==> src/rtl/serial_subtractor.sv <==
// -----------------------------------------------------------------------------
// serial_subtractor
//
// Bit-serial unsigned subtractor. An accepted start captures a and b. The
// block then spends WIDTH cycles in RUN, producing one difference bit per
// cycle, LSB first, through a single full-subtractor cell and a borrow flop.
// A one-cycle DONE state presents the result and can accept the next start
// directly, so operations can run back to back with no idle cycle.
//
// Optional feature:
//   `define SERIAL_SUBTRACTOR_OVF_EN  -> adds output ovf, the two's-complement
//                                        signed overflow of a - b.
//
// Parameters:
//   WIDTH  operand/result width in bits (2..32), default 8
//
// Ports:
//   clk    input   1      single clock, rising edge
//   rst    input   1      synchronous, active-high reset
//   start  input   1      request a new subtraction (accepted in IDLE or DONE)
//   a      input   WIDTH  minuend, captured on an accepted start
//   b      input   WIDTH  subtrahend, captured on an accepted start
//   busy   output  1      high while in RUN
//   done   output  1      one-cycle pulse; diff/bout (and ovf) valid
//   diff   output  WIDTH  a - b modulo 2^WIDTH, held until next result
//   bout   output  1      final borrow, 1 iff a < b (unsigned)
//   ovf    output  1      signed overflow (only with SERIAL_SUBTRACTOR_OVF_EN)
// -----------------------------------------------------------------------------
module serial_subtractor #(
    parameter int unsigned WIDTH = 8
) (
    input  logic             clk,
    input  logic             rst,
    input  logic             start,
    input  logic [WIDTH-1:0] a,
    input  logic [WIDTH-1:0] b,
    output logic             busy,
    output logic             done,
    output logic [WIDTH-1:0] diff,
    output logic             bout
`ifdef SERIAL_SUBTRACTOR_OVF_EN
    ,
    output logic             ovf
`endif
);

    // Counter only has to reach WIDTH-1.
    localparam int unsigned CW = (WIDTH > 1) ? $clog2(WIDTH) : 1;

    typedef enum logic [1:0] {
        IDLE = 2'd0,
        RUN  = 2'd1,
        DONE = 2'd2
    } state_t;

    state_t state_q;
    state_t state_d;

    // Operand shift registers (shift right, bit 0 consumed each RUN cycle).
    logic [WIDTH-1:0] a_sr;
    logic [WIDTH-1:0] b_sr;
    // Result shift register, filled from the MSB end.
    logic [WIDTH-1:0] res_sr;
    logic             br_q;
    logic [CW-1:0]    cnt_q;

    // FSM control strobes.
    logic             load;
    logic             step;
    logic             last_bit;

    // Full-subtractor cell on the current bit pair.
    logic             bit_a;
    logic             bit_b;
    logic             bit_d;
    logic             br_next;
    logic [WIDTH-1:0] res_next;

`ifdef SERIAL_SUBTRACTOR_OVF_EN
    // Operand sign bits are shifted out of a_sr/b_sr during RUN, so they are
    // kept separately for the overflow decision at the end.
    logic             a_msb_q;
    logic             b_msb_q;
    logic             ovf_next;
`endif

    // -------------------------------------------------------------------------
    // Datapath combinational terms
    // -------------------------------------------------------------------------
    always_comb begin
        bit_a    = a_sr[0];
        bit_b    = b_sr[0];
        bit_d    = bit_a ^ bit_b ^ br_q;
        br_next  = (~bit_a & bit_b) | (~(bit_a ^ bit_b) & br_q);
        res_next = {bit_d, res_sr[WIDTH-1:1]};
        last_bit = (cnt_q == CW'(WIDTH - 1));
    end

`ifdef SERIAL_SUBTRACTOR_OVF_EN
    // bit_d on the last step is the MSB of the final difference.
    always_comb begin
        ovf_next = (a_msb_q != b_msb_q) && (bit_d != a_msb_q);
    end
`endif

    // -------------------------------------------------------------------------
    // FSM: state register
    // -------------------------------------------------------------------------
    always_ff @(posedge clk) begin
        if (rst) begin
            state_q <= IDLE;
        end else begin
            state_q <= state_d;
        end
    end

    // -------------------------------------------------------------------------
    // FSM: next state and outputs
    // -------------------------------------------------------------------------
    always_comb begin
        state_d = state_q;
        busy    = 1'b0;
        done    = 1'b0;
        load    = 1'b0;
        step    = 1'b0;

        unique case (state_q)
            IDLE: begin
                if (start) begin
                    load    = 1'b1;
                    state_d = RUN;
                end
            end

            RUN: begin
                // start is deliberately not looked at here.
                busy = 1'b1;
                step = 1'b1;
                if (last_bit) begin
                    state_d = DONE;
                end
            end

            DONE: begin
                done = 1'b1;
                // A start here behaves as in IDLE, skipping the idle cycle.
                if (start) begin
                    load    = 1'b1;
                    state_d = RUN;
                end else begin
                    state_d = IDLE;
                end
            end

            default: begin
                state_d = IDLE;
            end
        endcase
    end

    // -------------------------------------------------------------------------
    // Datapath registers
    // -------------------------------------------------------------------------
    always_ff @(posedge clk) begin
        if (rst) begin
            a_sr    <= '0;
            b_sr    <= '0;
            res_sr  <= '0;
            br_q    <= 1'b0;
            cnt_q   <= '0;
            diff    <= '0;
            bout    <= 1'b0;
`ifdef SERIAL_SUBTRACTOR_OVF_EN
            a_msb_q <= 1'b0;
            b_msb_q <= 1'b0;
            ovf     <= 1'b0;
`endif
        end else if (load) begin
            a_sr    <= a;
            b_sr    <= b;
            res_sr  <= '0;
            br_q    <= 1'b0;
            cnt_q   <= '0;
`ifdef SERIAL_SUBTRACTOR_OVF_EN
            a_msb_q <= a[WIDTH-1];
            b_msb_q <= b[WIDTH-1];
`endif
        end else if (step) begin
            a_sr   <= {1'b0, a_sr[WIDTH-1:1]};
            b_sr   <= {1'b0, b_sr[WIDTH-1:1]};
            res_sr <= res_next;
            br_q   <= br_next;
            cnt_q  <= cnt_q + CW'(1);
            // Published results change only on the edge that enters DONE,
            // taking the final bit straight from the cell rather than waiting
            // a cycle for res_sr to settle.
            if (last_bit) begin
                diff <= res_next;
                bout <= br_next;
`ifdef SERIAL_SUBTRACTOR_OVF_EN
                ovf  <= ovf_next;
`endif
            end
        end
    end

endmodule

==> config.mk <==
export PLATFORM = sky130hd
export DESIGN_NAME = serial_subtractor
export DESIGN_NICKNAME = d
export VERILOG_FILES = /design/src/rtl/serial_subtractor.sv
export SDC_FILE = /design/constraint.sdc
export NUM_CORES = 1
export LEC_CHECK = 0
export CORE_ASPECT_RATIO = 1.75
export CORE_MARGIN = 5
export CORE_UTILIZATION = 30
export DETAILED_ROUTE_END_ITERATION = 7
export PLACE_DENSITY = 0.54
export SLEW_MARGIN = 0
export SYNTH_ARGS = -nofsm -noshare
export SYNTH_HDL_FRONTEND = slang
export SYNTH_SLANG_ARGS = --single-unit
==> constraint.sdc <==
create_clock -name clk -period 1.4 [get_ports clk]
set_clock_uncertainty 0.1 [all_clocks]
set_input_delay 0.28 -clock clk [delete_from_list [all_inputs] [get_ports clk]]
set_output_delay 0.28 -clock clk [all_outputs]
set_load 0.05 [all_outputs]
**Yosys cells after proc, flatten, opt, wreduce, memory -nomap -nowiden**

Cells that the tools add are included.

- Muxes and demuxes: 12
- Add/sub/neg operators: 1
- Bitwise operators: 8
- Eq/ne operators: 5
- Reductions and logical operators: 6

Operators with widths:

| cell | number |
|---|---|
| 8-bit two-way mux | 4 |
| 2-bit one-hot mux with 3 select lines | 1 |
| 1-bit two-way mux | 5 |
| 2-bit two-way mux | 2 |
| 2-bit != test, second input constant | 2 |
| 2-bit OR reduction | 2 |
| 3-bit by 1-bit adder with 3-bit output, second input constant | 1 |
| 3-bit == test, second input constant | 1 |
| 1-bit NOT | 3 |
| 3-bit AND reduction | 1 |
| 1-bit bitwise AND | 2 |
| 2-bit by 1-bit == test with 1-bit output, second input constant | 1 |
| 2-bit == test, second input constant | 1 |
| 2-bit zero test | 1 |
| 2-bit AND reduction | 1 |
| 2-bit nonzero test | 1 |
| 1-bit bitwise XOR | 2 |
| 1-bit OR | 1 |

- Output and inout port bits: 11
- Flip-flop bits (word level): 39
- Input port bits: 19
- Logic and storage cells: 40

**Logic depth before layout (Yosys ltp)**

Gate-level depths: netlist of run 1.

- Depth after elaboration: 5
- Gate-level depth with buffers: 6
- Mapped depth without buffers: 5

**Worst setup path before layout of run 1**

No wires, ideal clock.

- Path type: register to output
- Start point: register state_q[0]
- End point: output port done
- Setup slack: -0.004 ns
- Stages on the path, launching flop included: 2
- Arrival time: 1.024 ns
- Cell sequence: dfxtp_1 nor2b_1

- Longest elaborated chain between the ends: 2

Ends and longest elaborated chain:

| item | line | RTL |
|---|---|---|
| start, declared | 56 | `state_t state_q;` |
| start signal, assigned | 113 | `state_q <= state_d;` |
| 2-bit == test | 127 | `unique case (state_q)` |
| 1-bit two-way mux | 127 |  |
| end, declared | 38 | `output logic done,` |

No other way between the ends.

**Worst setup path after layout of run 1**

Same ends and word-level chain as after synthesis.

==> reports/results.ini, run 1 <==
[status]
status=complete, but fails checks
violations=negative setup slack

[timing]
setup_slack_ps=-15.94
tns_ps=-23.26
worstMarginPinSlew_ps=239.6
hold_violations=0
setup_violations=2
min_period_over_period_pct=101.1
slew_violations=0
rsz0062_at_grt=true
fin_crit_ps=1416
max_slew_margin_pct=84.02
fmax_ghz=0.7062

[critical_path]
end_kind=primary output
required_ps=1020
criticalPathCategory=reg -> out
startpoint_type=flop
worst-path-max-fanout=4
crit_arrival_ps=1040

[clocking]
cts_tree=done
htreeDepth=2
cts_inserted_buffers=5
clkSinkCount=38
cts-hold-fix-buffers=0
clock_latency_ps=290
root_buffer=clkbuf_8
cts_buffer_depth=2
cts.clk_slew.worst_paths_ps=80

[finish]
fillers=529
finalNetCount=241
layout.cells.most_common_list=nand2_1 (35), dfxtp_1 (35), a21oi_1 (18), clkdlybuf4s50_1 (18), nor3_1 (17)
syn_to_final_growth_pct=45.51
drive_above_1_share_pct=26.82
diodes=0

[die]
rows=35
ioPinCount=30
core_area_um2=5167
die_area_um2=6857
die-height_um=105.9
die_w_um=64.78
start_util_pct=30.48

[job]
cap_violations=0

[yosys]
syn_nets=196
synth.area.mux_share_pct=0.6354
yosys.area_share.simple_pct=21.76
synth.distinct_cells=26
synth_area_um2=1575
synthAdderAreaFrac_pct=2.859
synth_compound_area_share_pct=17.39
yosysWarnings=0
synthCells=174
ys_seq_area_share_pct=48.29
synth-xor-area-share_pct=0.5560
synth_top_family_by_area=simple AND/OR/NAND/NOR gates
synth.ff_latch_count=38
postSynthAreaPerCell_um2=9.053

[global_route]
grt_pass1_wl_um=6120
grt_max_degree=20
grt_pass1_vias=1331
track_usage_pct=11.34
overflow=0
antenna_found_initial=0

[placed_design]
io_buffers=29
place_congestion=0.6755
hpwl_um=2555
post-place-ws_ps=-195.4

[drt]
drt_iter0_drc=14
drt-total-wl_um=3699
viasPerCell=4.855
firstDrtPassIters=4
via_count=1335
drc=0
ant_nets=0
post_drt_wl_per_cell_um=13.45

[power]
p_leak_uw=0.0008193
power_density_nw_per_um2=1015
vdd_drop_max_mv=0.6883
power_uw=2327

[hold_path]
hold_path_class=reg -> reg

## critical path: stages (launching register included)
cell and delay [ps]:
dfxtp_2 350, buf_6 130, nor2b_4 130, buf_12 140
## cell families after synthesis
group	after synthesis
fa+ha+maj	3
buf+inv	17
xor+xnor	1
mux	1
flops	38
compound gates	38
simple gates	76
## cells in the mapped netlist (all sizes together)
library cell  count  area, µm²
a211oi            1      12.51
a21oi            20      100.1
a22oi             1      7.510
a311oi            6      90.09
buf              11      103.9
clkbuf            3      11.26
dfxtp            38      760.7
fa                1      20.02
ha                2      25.02
inv               3      18.77
mux2i             1      10.01
nand2            35      131.4
nand2b            3      26.27
nand3            10      50.05
nand3b            1      7.510
nor2              8      30.03
nor2b             2      12.51
nor3             17      85.08
o21a              1      7.510
o22ai             9      56.30
xnor2             1      8.760
## layer usage
metal  up-vias  track usage (%)  share of wire (%)
li1        692                -                  -
met1       606            12.32                 39
met2        29            20.07                 54
met3         8            2.985                4.4
met4         0            4.992                1.9
met5         -                0                  0
## final timing paths
path	from	endpoint	slack [ps]	cells after the start
min reg2reg	res_sr[1]	res_sr[1]	360	2
min	res_sr[1]	res_sr[1]	360	2
max reg2reg	state_q[1]	b_sr[0]	60	5
max	state_q[0]	done	-20	3
## where the power goes
group          internal (µW)  switching [µW]  total [µW]
registers               1130            29.3        1160
logic                    203             197         399
clock network            397             368         765
## registers in the layout (all words and copies together), names as in the netlist
name / flops
a_sr: 8
res_sr: 7
state_q: 2
bout: 1
b_sr: 8
br_q: 1
diff: 8
cnt_q: 3
## what timing repair did
| item | 4_1_cts | 5_1_grt |
|---|---|---|
| setup endpoints to repair | 5 | 16 |
| pin swaps | 0 | 7 |
| setup buffers | 3 | 1 |
| resized for setup | 11 | 8 |
| gates cloned | 1 | 0 |
## cell type report
cell class	instances	area [µm²]	share of cell area, %
clock buffers	7	86.33	3.766
clock inverters	1	5.005	0.2183
inverters	3	27.53	1.201
multi-input cells	119	718.2	31.33
flip-flops and latches	38	764.5	33.35
well taps	55	68.82	3.002
repair buffers	51	613.1	26.75
repair inverters	1	8.758	0.3821
## through the flow
step | hold WS [ps] | utilization, % | instances | cell area (µm²)
global placement | 340.7 | 40.24 | 262 | 2079
global route | 379.2 | 44.36 | 275 | 2292
detailed placement | 350.3 | 40.24 | 262 | 2079
finish | 358.4 | 44.36 | 275 | 2292
floorplan | 316.0 | - | 174 | 1578
CTS | 359.7 | 43.34 | 274 | 2240
(Power assumes the default switching activity.)
==> run 2, diff against run 1 <==
Settings changed: CTS_CLUSTER_SIZE set to 14, PLACE_DENSITY 0.54 to unset.
==> reports/results.ini, run 2 (synthesis results as in run 1) <==
[status]
status=complete, no violations

[critical_path]
end_kind=primary output
crit_arrival_ps=1020
rr_worst_depth=5
required_ps=1020
startpoint_type=flop
worst-path-max-fanout=4
reg2reg_slack_ps=80
criticalPathCategory=reg -> out
rr_startpoint=state_q[1]
timing.rr.end=a_sr[6]

[die]
die_w_um=64.78
ioPinCount=30
rows=35
core_area_um2=5167
start_util_pct=30.48
die-height_um=105.9
die_area_um2=6857

[clocking]
cts_tree=done
cts.clk_slew.worst_paths_ps=70
root_buffer=clkbuf_8
cts_inserted_buffers=5
htreeDepth=2
cts_buffer_depth=2
clock_latency_ps=280
cts-hold-fix-buffers=0
clkSinkCount=38

[power]
vdd_drop_max_mv=0.5911
p_leak_uw=0.0008227
power_density_nw_per_um2=1002

[finish]
syn_to_final_growth_pct=45.91
finalCoreUtilization_pct=44.48
diodes=0
drive_above_1_share_pct=26.03
finalNetCount=242
layout.cells.most_common_list=dfxtp_1 (36), nand2_1 (35), a21oi_1 (19)
final_common_cell=dfxtp_1
largestRegisters=a_sr: 8 flops, b_sr: 8 flops, diff: 8 flops
fin_area_um2=2298
stdcell_count=274

[global_route]
grt_pass1_wl_um=6092
track_usage_pct=11.33
antenna_found_initial=0
grt_pass1_vias=1329
overflow=0
grt_max_degree=18

[timing]
fmax_ghz=0.7166
max_slew_margin_pct=85.54
tns_ps=0
whs_ps=362.0
worstMarginPinSlew_ps=216.9
setup_violations=0
fin_crit_ps=1395
rsz0062_at_grt=true
hold_violations=0
slew_violations=0
min_period_over_period_pct=99.67

[drt]
ant_nets=0
drt-total-wl_um=3579
viasPerCell=4.934
firstDrtPassIters=4
via_count=1352
post_drt_wl_per_cell_um=13.06
drc=0
drt_iter0_drc=19

[placed_design]
hpwl_um=2472
place_area_um2=2100
placedCellCount=263
io_buffers=29
place_congestion=0.7297

[hold_path]
hold_path_class=reg -> reg
whs_endpoint=res_sr[1]
min_path_cells=2
hp-start=res_sr[1]

[job]
cap_violations=0

run 2: cell count changes in the layout (fill, tap and decap cells not counted):
cell	previous run	this run
buf_6	4	6
a21oi_2	2	1
a21oi_1	18	19
buf_8	1	0
dfxtp_1	35	36
buf_12	13	14
clkbuf_1	1	0
dfxtp_2	3	2
clkinv_2	1	0
buf_4	15	14
run 2: timing repair:
action	CTS	global route
pin swaps	0	2
setup endpoints to repair	4	15
resized for setup	10	7
cloned	1	0
buffers inserted	3	1
run 2: final cells by class:
class / count / area, µm²
fill: 525 / 2869
sequential: 38 / 763.2
multi-input combinational: 119 / 714.4
timing repair buffer: 52 / 633.1
clock buffer: 6 / 82.58
tap: 55 / 68.82
inverter: 3 / 27.53
timing repair inverter: 1 / 8.758
run 2: worst max-delay path: stages, from the launching register on:
cell and delay [ps]:
dfxtp_2 340, buf_6 130, nor2b_4 120, buf_12 140
run 2: where the power goes:
part | switching [µW] | internal (µW)
clock | 354 | 380
combinational | 194 | 211
sequential | 30.8 | 1130
total | 579 | 1720
run 2: worst max path at each step:
stage,start,end,slack [ps],depth (start not counted)
global placement,start,b_sr[7],-160,5
CTS,state_q[0],done,-7,3
finish,state_q[0],done,5,3
floorplan,cnt_q[0],diff[6],130,5
detailed placement,start,b_sr[7],-180,5
global route,state_q[1],busy,-40,3
run 2: per-layer routing:
layer  vias up  GRT usage [%]  part of all wire, %
met2        33          20.51                   56
met3         4          3.198                  5.7
met5         -              0                    0
li1        692              -                    -
met4         0          4.539                  1.1
met1       623          11.95                   38
run 2: through the flow:
stage	setup slack, ps	total power (µW)
finish	4.574	2302
global route	-36.55	2421
CTS	-7.214	2315
detailed placement	-176.5	1547
global placement	-155.9	1543
floorplan	125.5	1417
==> run 3, diff against run 2 <==
Settings changed: CORE_MARGIN 5 to 4, HOLD_SLACK_MARGIN set to 0.05, REMOVE_ABC_BUFFERS set to 1.
==> reports/results.ini, run 3 (synthesis results as in run 1) <==
[drt]
ant_nets=0
drt_iter0_drc=41
viasPerCell=4.942
firstDrtPassIters=4
via_count=1374
post_drt_wl_per_cell_um=13.35
drc=0
drt-total-wl_um=3711

[timing]
slew_violations=0
fmax_ghz=0.7221
setup_violations=0
fin_crit_ps=1385
hold_violations=0
max_slew_margin_pct=86.60
worstMarginPinSlew_ps=201.0
rsz0062_at_grt=true
setup_slack_ps=15.06
tns_ps=0
min_period_over_period_pct=98.92

[power]
power_density_nw_per_um2=1045
p_leak_uw=0.0008830
vdd_drop_max_mv=0.6421
power_uw=2507

[global_route]
overflow=0
grt_max_degree=19
antenna_found_initial=0
grt_pass1_vias=1315
grt_pass1_wl_um=5947
track_usage_pct=11.45

[finish]
finalNetCount=245
finalCoreUtilization_pct=47.78
drive_above_1_share_pct=31.25
final_common_cell=nand2_1
syn_to_final_growth_pct=52.26
largestRegisters=a_sr: 8 flops, b_sr: 8 flops, diff: 8 flops
fin_area_um2=2399
layout.cells.most_common_list=nand2_1 (35), dfxtp_1 (34), a21oi_1 (20)
diodes=0

[die]
core_area_um2=5020
start_util_pct=31.38
die_area_um2=6520
die-height_um=103.9
ioPinCount=30
rows=34
die_w_um=62.78

[clocking]
clkSinkCount=38
cts_tree=done
cts.clk_slew.worst_paths_ps=80
root_buffer=clkbuf_8
htreeDepth=2
cts_buffer_depth=2
clock_latency_ps=290
cts-hold-fix-buffers=0
cts_inserted_buffers=5

[critical_path]
crit_arrival_ps=1000
startpoint_type=flop
cp-startpoint=state_q[1]
criticalPathCategory=reg -> out
end_kind=primary output
rr_startpoint=state_q[0]
required_ps=1020
worst-path-max-fanout=2

[hold_path]
hp-start=res_sr[1]
hold_path_class=reg -> reg

[placed_design]
place_area_um2=2066
place_congestion=0.7442
hpwl_um=2423
post-place-ws_ps=-159.7
io_buffers=29

[job]
cap_violations=0

[status]
status=complete, no violations

run 3: cell count changes in the layout (fill, tap and decap cells not counted), sizes merged:
cell	before	now
clkinv	0	2
bufinv	0	1
buf	34	36
run 3: cell type report:
class / instances / area [µm²]
Inverter: 3 / 23.77
Clock inverter: 3 / 40.04
Tap cell: 54 / 67.56
Timing Repair inverter: 1 / 11.26
Sequential cell: 38 / 765.7
Clock buffer: 5 / 68.82
Timing Repair Buffer: 55 / 676.9
Multi-Input combinational cell: 119 / 744.5
Fill cell: 500 / 2621
run 3: critical path, stage by stage (launching register included):
cell and delay [ps]:
dfxtp_2 350, buf_6 90, nor2b_4 140, buf_12 140
run 3: worst paths after layout:
check                           slack [ps]         to  cells past startpoint
worst max register to register          40    b_sr[0]                      5
worst min register to register         350  res_sr[1]                      2
worst min-delay path                   350  res_sr[1]                      2
worst max-delay path                    20       done                      3
run 3: repair_timing:
action	in CTS	in global routing
buffers inserted	8	3
gates cloned	1	1
pin swaps	0	4
endpoints found under the setup margin	3	29
resized for setup	9	17
run 3: where the power goes:
group	switching, µW	internal [µW]	total [µW]
registers	32.8	1130	1170
clock network	379	524	903
logic	206	231	438
run 3: stage by stage:
stage	std cells	hold WS, ps
6_report	278	353.9
2_1_floorplan	160	247.9
3_3_place_gp	258	343.0
3_5_place_dp	258	343.1
4_1_cts	275	355.1
5_1_grt	278	378.0
run 3: layer usage:
layer / track usage [%] / share of wire (%)
met5: 0 / 0
met4: 5.687 / 1.7
met3: 2.270 / 3.5
met2: 21.93 / 57
met1: 11.32 / 38
